--- src/rtl/lfsr_scrambler.sv ---
// Parametrised Fibonacci LFSR word generator with button-driven entropy folding and Req/Valid handshake.
// Optional build macro: RANDOM_FREERUN_EN (LFSR also steps during IDLE).
module lfsr_scrambler #(
  parameter int          WIDTH = 32,
  parameter int          OUT_W = 32,
  parameter int          STEPS = 32,
  parameter logic [31:0] SEED  = 32'd1
) (
  input  logic             clk,
  input  logic             rst,
  input  logic             ScrambleButton,
  input  logic             Req,
  output logic             Busy,
  output logic             Valid,
  output logic [OUT_W-1:0] RandBits
);

  function automatic logic [31:0] tap_mask(input int w);
    case (w)
      8:       return 32'h0000_00B8;
      16:      return 32'h0000_D008;
      24:      return 32'h00E1_0000;
      default: return 32'h8020_0003;
    endcase
  endfunction

  localparam logic [WIDTH-1:0] TAPS   = WIDTH'(tap_mask(WIDTH));
  localparam logic [WIDTH-1:0] SEED_W = WIDTH'(SEED);
  localparam logic [5:0]       LAST   = 6'(STEPS - 1);

  typedef enum logic {
    IDLE,
    GEN
  } state_t;

  state_t             state, state_next;
  logic [WIDTH-1:0]   lfsr, lfsr_next;
  logic [WIDTH-1:0]   counter;
  logic               btn_q;
  logic [OUT_W-1:0]   acc, acc_next, acc_shift;
  logic [5:0]         count, count_next;
  logic [OUT_W-1:0]   rand_q, rand_next;
  logic               valid_q, valid_next;

  logic               fb;
  logic               step_bit;
  logic [WIDTH-1:0]   step_val;
  logic [WIDTH-1:0]   folded;
  logic [WIDTH-1:0]   scramble_val;
  logic               scramble;

  always_comb begin
    fb           = ^(lfsr & TAPS);
    step_bit     = lfsr[WIDTH-1];
    step_val     = {lfsr[WIDTH-2:0], fb};
    scramble     = ScrambleButton & ~btn_q;
    folded       = lfsr ^ counter;
    scramble_val = (folded == '0) ? SEED_W : folded;
  end

  // A one-bit accumulator simply holds the latest output bit.
  generate
    if (OUT_W == 1) begin : g_acc1
      assign acc_shift = step_bit;
    end else begin : g_accn
      assign acc_shift = {acc[OUT_W-2:0], step_bit};
    end
  endgenerate

  always_comb begin
    state_next = state;
    lfsr_next  = lfsr;
    acc_next   = acc;
    count_next = count;
    rand_next  = rand_q;
    valid_next = 1'b0;
    Busy       = 1'b0;

    if (scramble) begin
      lfsr_next = scramble_val;
    end

    case (state)
      IDLE: begin
        Busy = 1'b0;
        if (Req) begin
          state_next = GEN;
          acc_next   = '0;
          count_next = '0;
        end
`ifdef RANDOM_FREERUN_EN
        if (!scramble) begin
          lfsr_next = step_val;
        end
`else
`endif
      end
      GEN: begin
        Busy = 1'b1;
        // A scramble load pre-empts the step, stretching the word by one cycle.
        if (!scramble) begin
          lfsr_next  = step_val;
          acc_next   = acc_shift;
          count_next = count + 6'd1;
          if (count == LAST) begin
            rand_next  = acc_shift;
            valid_next = 1'b1;
            state_next = IDLE;
          end
        end
      end
      default: begin
        state_next = IDLE;
      end
    endcase
  end

  always_ff @(posedge clk) begin
    if (rst) begin
      state   <= IDLE;
      lfsr    <= SEED_W;
      counter <= '0;
      btn_q   <= 1'b0;
      acc     <= '0;
      count   <= '0;
      rand_q  <= '0;
      valid_q <= 1'b0;
    end else begin
      state   <= state_next;
      lfsr    <= lfsr_next;
      counter <= counter + WIDTH'(1);
      btn_q   <= ScrambleButton;
      acc     <= acc_next;
      count   <= count_next;
      rand_q  <= rand_next;
      valid_q <= valid_next;
    end
  end

  assign Valid    = valid_q;
  assign RandBits = rand_q;

endmodule

--- config.mk ---
export PLATFORM = sky130hd
export DESIGN_NAME = lfsr_scrambler
export DESIGN_NICKNAME = d
export VERILOG_FILES = /design/src/rtl/lfsr_scrambler.sv
export SDC_FILE = /design/constraint.sdc
export NUM_CORES = 1
export LEC_CHECK = 0
export ABC_AREA = 1
export CORE_MARGIN = 8
export CORE_UTILIZATION = 64
export CTS_BUF_LIST = sky130_fd_sc_hd__clkbuf_16
export DETAILED_ROUTE_END_ITERATION = 8
export GPL_ROUTABILITY_DRIVEN = 0
export PLACE_DENSITY = 0.91
export RECOVER_POWER = 25
export SLEW_MARGIN = 20
export SYNTH_ARGS = -nofsm -noshare
export SYNTH_HDL_FRONTEND = slang
export SYNTH_SLANG_ARGS = --single-unit
--- constraint.sdc ---
create_clock -name clk -period 3.8 [get_ports clk]
set_input_delay 0.76 -clock clk [delete_from_list [all_inputs] [get_ports clk]]
set_output_delay 0.76 -clock clk [all_outputs]
set_load 0.02 [all_outputs]
==> results of run 1 <==
## through the flow
| step | worst slack, ps | util, % | cells | instance area, um^2 | total power, mW |
|---|---|---|---|---|---|
| floorplan | 2130 | - | 946 | 6310 | 1.69 |
| global placement | 832 | 69.2 | 1083 | 6700 | 1.73 |
| detailed placement | 794 | 69.2 | 1083 | 6700 | 1.74 |
| CTS | 1150 | 75.0 | 1115 | 7260 | 3.28 |
| global route | 598 | 74.9 | 1115 | 7250 | 3.39 |
| finish | 761 | 74.9 | 1115 | 7250 | 3.29 |
## layer usage
layer | vias up | GRT usage (%) | wire, um
li1 | 3034 | - | -
met3 | 44 | 5.46 | 974
met4 | 0 | 9.72 | 398
met5 | - | 0 | 0
met2 | 211 | 38.8 | 7280
met1 | 2792 | 29.4 | 6680
## registers in the layout (all words and copies together) (netlist names)
register / cells
RandBits: 32
counter: 32
lfsr: 32
acc: 31
count: 6
Valid: 1
btn_q: 1
state: 1
## power by group
part | internal, mW | switching (mW)
registers | 1.45 | 0.0264
logic | 0.0751 | 0.162
clock network | 0.857 | 0.715
## cells by family (layout without fill, tap and decap cells)
| kind of cell | Yosys count | in the layout | share of synthesized area [%] |
|---|---|---|---|
| simple gates | 519 | 519 | 34.3 |
| flops | 136 | 136 | 43.1 |
| buf+inv | 147 | 183 | 9.46 |
| xor+xnor | 9 | 9 | 1.25 |
| compound gates | 133 | 133 | 11.5 |
| fa+ha+maj | 2 | 2 | 0.396 |
## critical path, cell delays in order
cell	delay [ps]
clkbuf_1	90
clkbuf_1	2130
a21oi_1	120
o21a_1	240
## layout by cell type (no fill, tap or decap), types with 2 or more instances in the layout
cell | netlist | layout
nand3_1 | 64 | 64
a221oi_1 | 2 | 2
clkinv_4 | 0 | 2
dfxtp_1 | 136 | 136
inv_6 | 0 | 7
xor2_1 | 3 | 3
nor3_1 | 8 | 8
nor2_4 | 5 | 5
ha_1 | 2 | 2
dlygate4sd3_1 | 0 | 6
clkdlybuf4s50_1 | 0 | 30
clkbuf_1 | 13 | 2
inv_1 | 102 | 103
nor3_2 | 3 | 3
clkbuf_16 | 0 | 17
o211ai_1 | 2 | 2
clkinvlp_4 | 0 | 3
nor2_1 | 74 | 74
a21oi_1 | 75 | 75
or2_2 | 2 | 2
inv_2 | 5 | 4
nand3_2 | 2 | 2
o221ai_1 | 7 | 7
o22ai_1 | 5 | 5
o21a_1 | 2 | 2
o21ai_0 | 37 | 37
xnor2_1 | 6 | 6
buf_4 | 5 | 5
nor2_2 | 5 | 5
nand4_1 | 7 | 7
nand2_2 | 4 | 4
nand2_1 | 342 | 342
## how the worst max path moves through the flow
stage                    to  slack, ps  cells after the start
2_1_floorplan       lfsr[4]       2130                      6
3_3_place_gp       lfsr[12]        830                      7
3_5_place_dp        lfsr[5]        790                      7
4_1_cts        RandBits[29]       1150                      8
5_1_grt         counter[11]        600                      3
6_report        counter[22]        760                      4
## cell type report
cell class                 instances  area share [%]
multi-input combinational        663            41.3
sequential                       136            37.5
clock buffer                      17            5.87
timing repair buffer              44            5.66
inverter                         107            5.54
tap                              133            2.29
clock inverter                    15            1.83
==> results.md, run 1 <==
- The number of placed I/O pins is 38.
- The placed wire-length estimate is between 9000 and 10000 um.
- In the finished design, the share of the clock period the worst path needs comes to between 70 and 80%.
- The final reports fail on capacitance limit, slew limit.
- In the post-synthesis netlist, the biggest area contributors are dfxtp_1 (43%), nand2_1 (20%), inv_1 (6.1%).
- The synthesized netlist occupies a cell area of between 0.006 and 0.007 mm^2.
- The static leakage is about 3.0 nW.
- The die covers ~0.013 mm^2.
- The number of max-slew violations in the final report is 66.
- The class of the tightest hold or removal check is flip-flop to flip-flop.
- The cell count of the worst hold path is 2.
- For this block, the initial DRC count from the detailed router was between 400 and 500.
- Relative to the synthesized area, the layout overhead comes to 14.9%.
- The post-synthesis average cell area is about 6.7 um^2.
- In the final layout, the multi-input gates occupy around 0.0030 mm^2.
- The worst register-to-register path has a setup slack of roughly 1100 ps.
- The initial antenna violation count is 0.
- The fmax is roughly 0.33 GHz.
- In this run the worst path has a maximum fanout of 65.
- In this run the most critical hold path is launched from acc[30].
- The count of warnings emitted by yosys is 0.
- In the final design database the tool counted 975 nets.
- The most frequently used flop master after synthesis is dfxtp_1.
- The share of final-layout standard cells stronger than drive strength 1 is between 6 and 7%.
- The die span in x is between 100 and 150 um.
- The effective utilization at floorplan is roughly two thirds.
- Setup repair after global routing left no endpoint under its margin.
- Max-cap violations in this run came to 1.
- The average routed wire per standard cell is 13.7 um.
- The worst path required time is 4110 ps.
- Across every metal layer, demand over resource in global routing totals 23.7%.
- The total DRC errors in the routed layout is 0.
- The worst setup path is captured at a flip-flop.
- The fill cell total of the finished layout is ~690.
- Clock tree synthesis inserted a total of 17 buffers.
- The worst pin sits at a relative slew slack of -101%.
- Entering global routing, the biggest net connects 71 pins.
- The combined flip-flop and latch cell area is 0.00272 mm^2.
- TritonCTS built the clock tree.
- Clock-pin slew was measured on the worst setup and hold paths at approximately 60 ps.
- The nature of the critical path startpoint is an input pin.
- The net count after synthesis is about 950.
- The later pin in the worst-skew pair is clocked with a latency of 430 ps.
- The detailed-route vias per instance is about 5.5.
- The launching instance or port of the critical path is rst.
- The depth of the CTS H-tree is 4.
- The cell at the root of the clock tree is clkbuf_16.
- The proportion of netlist area held by the largest area contributor is a little over two fifths.
- The row count is 36.
- The number of cells on the worst reg-to-reg path is 8.
- The routed layout has 6081 vias.
- The first-pass GRT wire length is 25600 um.
- The worst-case IR drop observed on VDD is roughly 0.32 mV.
- The setup-violating endpoint count in the final report is 0.
- The region available for standard cell placement spans between 0.009 and 0.01 mm^2.
- Adding up every negative setup slack in the final design gives 0 ps.
- The first detailed-routing pass ran for 5 iterations.
- The buffer count from post-CTS setup fixing is 0.
- The sum of overflow across all layers after global routing is 0.
- The tightest hold path in the finished design has a slack of 456 ps.
- The number of storage elements in the synthesis netlist is ~140.
- Ranked by instance count, the synthesized netlist is headed by nand2_1 (342), dfxtp_1 (136), inv_1 (102).
- The startpoint-to-endpoint class of the critical path is input pin to flip-flop.
- The cell taking the most area after synthesis is dfxtp_1.
- The share of the yosys chip area belonging to registers is 43.1%.
- At the worst endpoint, the arrival time is between 3000 and 4000 ps.
- In this run, synthesis inferred 0 flip-flops with an integrated enable.
- For this run, asynchronously set or reset flops after synthesis account for 0%.
- The number of buffers on the longest clock path is 2.
- Synthesis handed over a netlist of roughly 950 instances.
- Power spread over the standard cell area amounts to about 450 mW/mm^2.
- The path with the worst hold slack has its endpoint at RandBits[31].
- The die height is 115 um.
- The reg-to-reg critical path startpoint is state.
- The number of sinks handled by clock tree synthesis is approximately 140.
- The worst register-to-register path ends at RandBits[29].
- The count of buffers added on input and output ports is 37.
- The pin slew with the least headroom to its limit is 3010 ps.
- The run finished, with violations left.
- The clock period could shrink to approximately 3000 ps.
- The count of distinct cell types in the synthesized netlist is 35.
- The worst clock skew on the final layout is about 9 ps.
- Gates resized during post-CTS repair numbered 0.
- Among all cell types in the netlist, the one instantiated most often is nand2_1.
- The via count of the first global-routing pass was 5675.
- The number of hold buffers added after CTS was 0.
- The antenna diode instance count is 0.
- The count of nets left with antenna violations once routing finished came out at 0.
- The count of final hold-check violations is 0.
- The total detailed-routing wirelength is approximately 15000 um.
(Power assumes the default switching activity.)
==> run 2: changes to the inputs <==
--- a/config.mk
+++ b/config.mk
@@ -7,11 +7,11 @@
 export LEC_CHECK = 0
 export ABC_AREA = 1
 export CORE_MARGIN = 8
-export CORE_UTILIZATION = 64
+export CORE_UTILIZATION = 59
 export CTS_BUF_LIST = sky130_fd_sc_hd__clkbuf_16
 export DETAILED_ROUTE_END_ITERATION = 8
 export GPL_ROUTABILITY_DRIVEN = 0
-export PLACE_DENSITY = 0.91
+export PLACE_DENSITY = 0.85
 export RECOVER_POWER = 25
 export SLEW_MARGIN = 20
 export SYNTH_ARGS = -nofsm -noshare
==> constraint.sdc (replaced) <==
create_clock -name clk -period 3.07 [get_ports clk]
set_input_delay 0.614 -clock clk [delete_from_list [all_inputs] [get_ports clk]]
set_output_delay 0.614 -clock clk [all_outputs]
set_load 0.02 [all_outputs]
==> run 2 against run 1 <==
  * The run now ends clean
  * Largest cell class unchanged
  * Global-route usage down 2.6 points
  * Register-to-register slack worse by 130 ps
  * Power up 22%
  * Sequential power up 24%
  * Clock skew up 3.8 ps
  * Highest routed layer unchanged
  * Clock-buffer cell count unchanged
  * Clock power up 19%
==> results.md, run 2 (synthesized netlist as in run 1, its figures left out) <==
- The cts-stage hold buffer count is 0.
- For the worst flop-to-flop path, the logic depth is 8.
- The first global-routing pass estimated about 25000 um of wire.
- The total of cells resized after clock tree synthesis is 0.
- The cell count after placement is 1087.
- The H-tree generated during clock tree synthesis spans 4 levels.
- For this run, the slowest stage of the critical path takes 690 ps.
- For the finished layout, the period the worst path requires is 2420 ps.
- Among cell families on the critical path, the largest total delay comes from buffers and inverters.
- The path class of the tightest hold or removal check is flip-flop to flip-flop.
- The worst setup path is captured at an output port.
- The largest net degree at the start of global routing is 66.
- The worst pin sits at a relative slew slack of 6.80%.
- Clock skew on the completed layout was measured at ~13 ps.
- The count of antenna-violating nets left after detailed routing is 0.
- The worst path required time is around 2500 ps.
- The clock passes through at most 2 buffers.
- The share of the cycle needed by the critical path after routing is 78.8%.
- The CTS buffer count is 17.
- The floorplan step defined a die boundary enclosing between 0.01 and 0.015 mm^2.
- The clock latency reported for the late side of the worst-skew pair is 430 ps.
- The count of cells in the finished layout, fillers not included, comes to around 1100.
- For this design, the slowest cell found on the critical path is clkdlybuf4s50_1.
- The total global routing track utilization is 21.1%.
- Dividing total power by cell area gives a power density of 552 mW/mm^2.
- The data arrival at the endpoint of the critical path is around 1800 ps.
- The nature of the critical path startpoint is a flip-flop.
- The reg-to-reg setup timing slack is roughly 970 ps.
- During placement, the flow inserted port buffers numbering 37.
- The synthesis-to-finish area growth is 14.8%.
- The critical path is of the flip-flop to output port type.
- The pin slew with the least headroom to its limit is around 1400 ps.
- The maximum vdd drop is 0.338 mV.
- The combined flip-flop and latch cell area is about 0.0027 mm^2.
- The capture endpoint of the worst hold path is RandBits[11].
- The number of iterations in the first detailed-routing pass is 5.
- The max-capacitance violation count is 0.
- The post-layout instance area is 0.00725 mm^2.
- Dividing the detail-routed wire length by the instance count gives around 13 um.
- For this block, the routed nets add up to about 15000 um of wire.
- The most frequent standard cell in the layout excluding fill and tap cells is nand2_1.
- The area inside the core boundary is around 0.010 mm^2.
- The worst register-to-register path ends at RandBits[28].
- The number of max-slew violations in the final report was 0.
- The fill cell total of the finished layout is roughly 840.
- The die span in x is approximately 120 um.
- Once the clock tree was built, the setup fixing pass inserted 0 buffers.
- The reg-to-reg critical path startpoint is state.
- The row count is 37.
- The hold path startpoint is acc[10].
- Cells with a size suffix above 1 make up under 10% of the layout.
- The floorplan step set the die height to ~120 um.
- Across all layers, the routed design uses approximately 6000 vias.
- The clock-pin transition on the worst setup and hold timing paths is about 60 ps.
- The signal on the critical path passes through buf_4 -> clkdlybuf4s50_1.
- In this run the worst path has a maximum fanout of 36.
- The placed wire-length estimate is 9550 um.
- The number of sinks handled by clock tree synthesis is approximately 140.
- The tree is rooted in a clkbuf_16.
- The TritonCTS clock tree is built.
- For this run, the post-layout net count is ~980.
- In this run the cell area measured after placement is approximately 0.0067 mm^2.
- Summed over all layers, the global routing overflow is 0.
- The cell count of the worst hold path is 2.
- 38 I/O pins were placed.
- The effective utilization at floorplan is 60.9%.
- The multi-input logic area is 0.00299 mm^2.
- The number of buffers and inverters on the critical path is 2.
- The via count of the first global-routing pass is 5505.
- The flow ran to the end, and the final reports show no timing, DRC or antenna violations.
- The initial antenna violation count came to 0.
- Based on the critical path, the design can be clocked at up to ~0.41 GHz.
- After the first detailed-routing iteration, the DRC count stood at roughly 450.
- The setup-violating endpoint count in the final report is 0.
- The count of final hold-check violations is 0.
- The aggregate negative setup slack is 0 ps.
- In this run the static leakage power is 3.02 nW.
- In the layout the commonest cells are nand2_1 (342), dfxtp_1 (136), inv_1 (108).
- Using the TritonRoute via totals, the vias-per-cell ratio works out to around 5.4.
- The total DRC errors in the routed layout is 0.
- Setup repair after global routing left no endpoint under its margin.
- 0 antenna diodes ended up in the layout.
- Cells fill ~70% of the core in the end.
-- run 2: changes by cell type in the layout (fill, tap and decap cells not counted), moves of 2 or more --
cell / before / now
clkinvlp_4: 3 / 5
dlygate4sd3_1: 6 / 1
inv_1: 103 / 108
clkbuf_1: 2 / 0
inv_6: 7 / 0
nor2_1: 74 / 76
nor2_2: 5 / 3
clkdlybuf4s50_1: 30 / 35
-- run 2: worst max-delay path by stage --
stage	start	to	slack, ps	cells past startpoint
global placement	ScrambleButton	RandBits[22]	560	9
finish	state	Busy	650	2
CTS	state	Busy	640	2
detailed placement	ScrambleButton	RandBits[0]	540	9
floorplan	ScrambleButton	lfsr[4]	1550	6
global route	state	Busy	570	2
-- run 2: layer usage --
layer	global-route usage, %	part of all wire [%]
met1	26.0	46
met2	35.6	47
met3	4.91	6.1
met4	7.18	1.2
met5	0	0
-- run 2: worst register-to-register path: stages, from the launching register on --
cell and delay [ps]:
dfxtp_1 340, inv_2 230, nor2_4 210, inv_2 40, nor2_2 130, nand2_1 80
inv_1 760, nand2_1 160, nand2_1 100
-- run 2: metrics by stage --
stage	hold slack (ps)	setup slack, ps	power [mW]
after floorplan	419	1550	2.09
after global placement	453	558	2.15
after detailed placement	456	542	2.16
after CTS	463	638	4.01
after global routing	482	574	4.12
final	457	650	4.00
-- run 2: final cells by class --
class	count	area share (%)
Tap cell	136	2.35
Clock inverter	15	1.62
Sequential cell	136	37.6
Clock buffer	17	5.87
Timing Repair Buffer	45	5.80
Multi-Input combinational cell	663	41.2
Inverter	107	5.54
-- run 2: power breakdown --
| part | internal (mW) | total [mW] | switching, mW |
|---|---|---|---|
| clock | 1.10 | 1.87 | 0.774 |
| sequential | 1.80 | 1.83 | 0.0271 |
| combinational | 0.0944 | 0.299 | 0.205 |
==> run 3: changes to the inputs <==
--- a/config.mk
+++ b/config.mk
@@ -7,11 +7,11 @@
 export LEC_CHECK = 0
 export ABC_AREA = 1
 export CORE_MARGIN = 8
-export CORE_UTILIZATION = 59
+export CORE_UTILIZATION = 54
 export CTS_BUF_LIST = sky130_fd_sc_hd__clkbuf_16
 export DETAILED_ROUTE_END_ITERATION = 8
 export GPL_ROUTABILITY_DRIVEN = 0
-export PLACE_DENSITY = 0.85
+export PLACE_DENSITY = 0.82
 export RECOVER_POWER = 25
 export SLEW_MARGIN = 20
 export SYNTH_ARGS = -nofsm -noshare
==> constraint.sdc (replaced) <==
create_clock -name clk -period 2.11 [get_ports clk]
set_input_delay 0.422 -clock clk [delete_from_list [all_inputs] [get_ports clk]]
set_output_delay 0.422 -clock clk [all_outputs]
set_load 0.02 [all_outputs]
==> run 3 against run 2 <==
  * First-iteration DRC count up 1.8%
  * Design area up 1.9%
  * Global-route usage down 1.2 points
  * Utilization down 5.2 points
  * Clock-buffer cell count unchanged
  * Clock skew down 6.9 ps
  * Hold slack worse by 6.8 ps
  * Power up 47%
  * Final cell count up 1.6%
  * Critical endpoint unchanged
==> results.md, run 3 (synthesized netlist as in run 1, its figures left out) <==
- The flow ran to the end, and the final reports show no timing, DRC or antenna violations.
- The number of placed I/O pins is 38.
- Measured on the finished design, the core utilization comes to between 60% and 70%.
- The H-tree was split into 4 levels.
- The worst path required time is ~1700 ps.
- The final layout contains routed wiring with a total length of approximately 14000 um.
- The count of port buffers added during placement is 37.
- STA puts the critical path data arrival time at 1590 ps.
- The kind of end point of the critical path is an output port.
- The aggregate negative setup slack is 0 ps.
- The detailed router's first-iteration violation count is ~460.
- The die height is 124 um.
- The static leakage is ~3.1 nW.
- The clock arrives with 5.74 ps of skew.
- The number of max-slew violations in the final report is 0.
- The number of iterations in the first detailed-routing pass is 8.
- On the critical path the largest part of the delay comes from buffers and inverters.
- Dividing the detail-routed via count by the number of cells gives roughly 5.2.
- The average routed wire per standard cell is 12.7 um.
- The detail route stage leaves a number of antenna-violating nets equal to 0.
- The class of the tightest hold or removal check is flip-flop to flip-flop.
- The initialized floorplan defines 39 standard-cell rows.
- The clock-pin transition on the worst setup and hold timing paths is 60 ps.
- The max-capacitance violation count is 0.
- For this run the aggregate overflow at the end of global routing stands at 0.
- Leaving out fill and tap cells, the most frequent cells in the layout are nand2_1 (343), dfxtp_1 (136), inv_1 (103).
- Of the available clock period, the critical path in the final layout requires 95.2%.
- The relative slew slack is under 10%.
- The pin slew with the least headroom to its limit is approximately 1400 ps.
- The setup path with the least slack is of type flip-flop to output port.
- The largest net degree at the start of global routing is 66.
- The worst setup path is launched from a flip-flop.
- The area inside the core boundary is roughly 0.011 mm^2.
- The sum of buffers and inverters on the critical path is 1.
- Among all stages on the critical path, the largest delay is contributed by clkdlybuf4s50_1.
- The clock drives ~140 sinks.
- The initial antenna violation count came to 0.
- The die span in x is 124 um.
- The TritonCTS clock tree is built.
- For the worst-skew pair, the clock arrives at the later sink with an insertion delay of approximately 420 ps.
- The via count is a little under 6000.
- Relative to the synthesized area, the layout overhead comes to 17.0%.
- The antenna diode instance count is 0.
- Once the floorplan was initialized, standard cells occupied about 55% of the core.
- Setup repair after global routing left no endpoint under its margin.
- The cts-stage hold buffer count is 0.
- The via count of the first global-routing pass is around 5600.
- The longest individual stage delay on the worst path is roughly 670 ps.
- In the routed design, unresolved DRC markers number 0.
- The clock period could shrink to 2010 ps.
- The placed wire-length estimate is just under 10000 um.
- Post-CTS timing repair inserted 0 buffers for setup.
- The CTS buffer count is 17.
- The first-pass GRT wire length is 24900 um.
- The total of cells resized after clock tree synthesis is 0.
- The share of final-layout standard cells stronger than drive strength 1 is between 6 and 7%.
- The largest fanout on the critical path is 6.
- IR analysis of the VDD net gives a maximum drop of between 0.4 and 0.5 mV.
- In this run the clock root is driven by a clkbuf_16.
- The floorplan step defined a die boundary enclosing around 0.015 mm^2.
- Global routing used around 20% of the available tracks.
- The count of final hold-check violations is 0.
- The number of buffers on the longest clock path is 2.
- Timing would allow up to between 0.4 and 0.5 GHz.
- The setup-violating endpoint count in the final report is 0.
- The most frequent standard cell in the layout excluding fill and tap cells is nand2_1.
- In the final design database the tool counted between 900 and 1000 nets.
- Power spread over the standard cell area amounts to 795 mW/mm^2.
- The critical path goes through clkdlybuf4s50_1.
-- run 3: power by group --
part           switching [mW]  internal (mW)
registers              0.0419           2.62
clock network            1.14           1.62
logic                   0.294          0.151
total                    1.48           4.39
-- run 3: cell type report --
| class | instances | area, um^2 |
|---|---|---|
| clock buffers | 17 | 425 |
| clock inverters | 15 | 128 |
| fillers | 1032 | 4040 |
| inverters | 107 | 402 |
| multi-input cells | 663 | 2970 |
| flip-flops and latches | 136 | 2720 |
| well taps | 143 | 179 |
| repair buffers | 56 | 554 |
-- run 3: worst paths after layout --
| path | start | end | slack, ps | depth (start not counted) |
|---|---|---|---|---|
| setup reg to reg | state | RandBits[3] | 280 | 9 |
| hold reg to reg | acc[30] | RandBits[31] | 450 | 2 |
| hold / removal | acc[30] | RandBits[31] | 450 | 2 |
| setup / recovery | state | Busy | 100 | 1 |
-- run 3: per-stage QoR --
stage / area (um^2) / hold WS (ps) / cells / total power [mW] / setup slack [ps]
after detailed placement: 6870 / 452 / 1105 / 3.17 / 157
after global placement: 6870 / 441 / 1105 / 3.16 / 194
after CTS: 7420 / 386 / 1137 / 5.92 / 97.1
after global routing: 7380 / 477 / 1137 / 6.09 / 56.5
final: 7380 / 450 / 1137 / 5.87 / 101
after floorplan: 6310 / 419 / 946 / 3.04 / 662
-- run 3: routing by layer --
metal	wire length (um)	track usage [%]	vias to the layer above
met5	0	0	-
met1	6440	24.6	2697
met2	6820	32.1	153
met4	291	8.48	0
li1	-	-	3062
met3	877	5.49	26
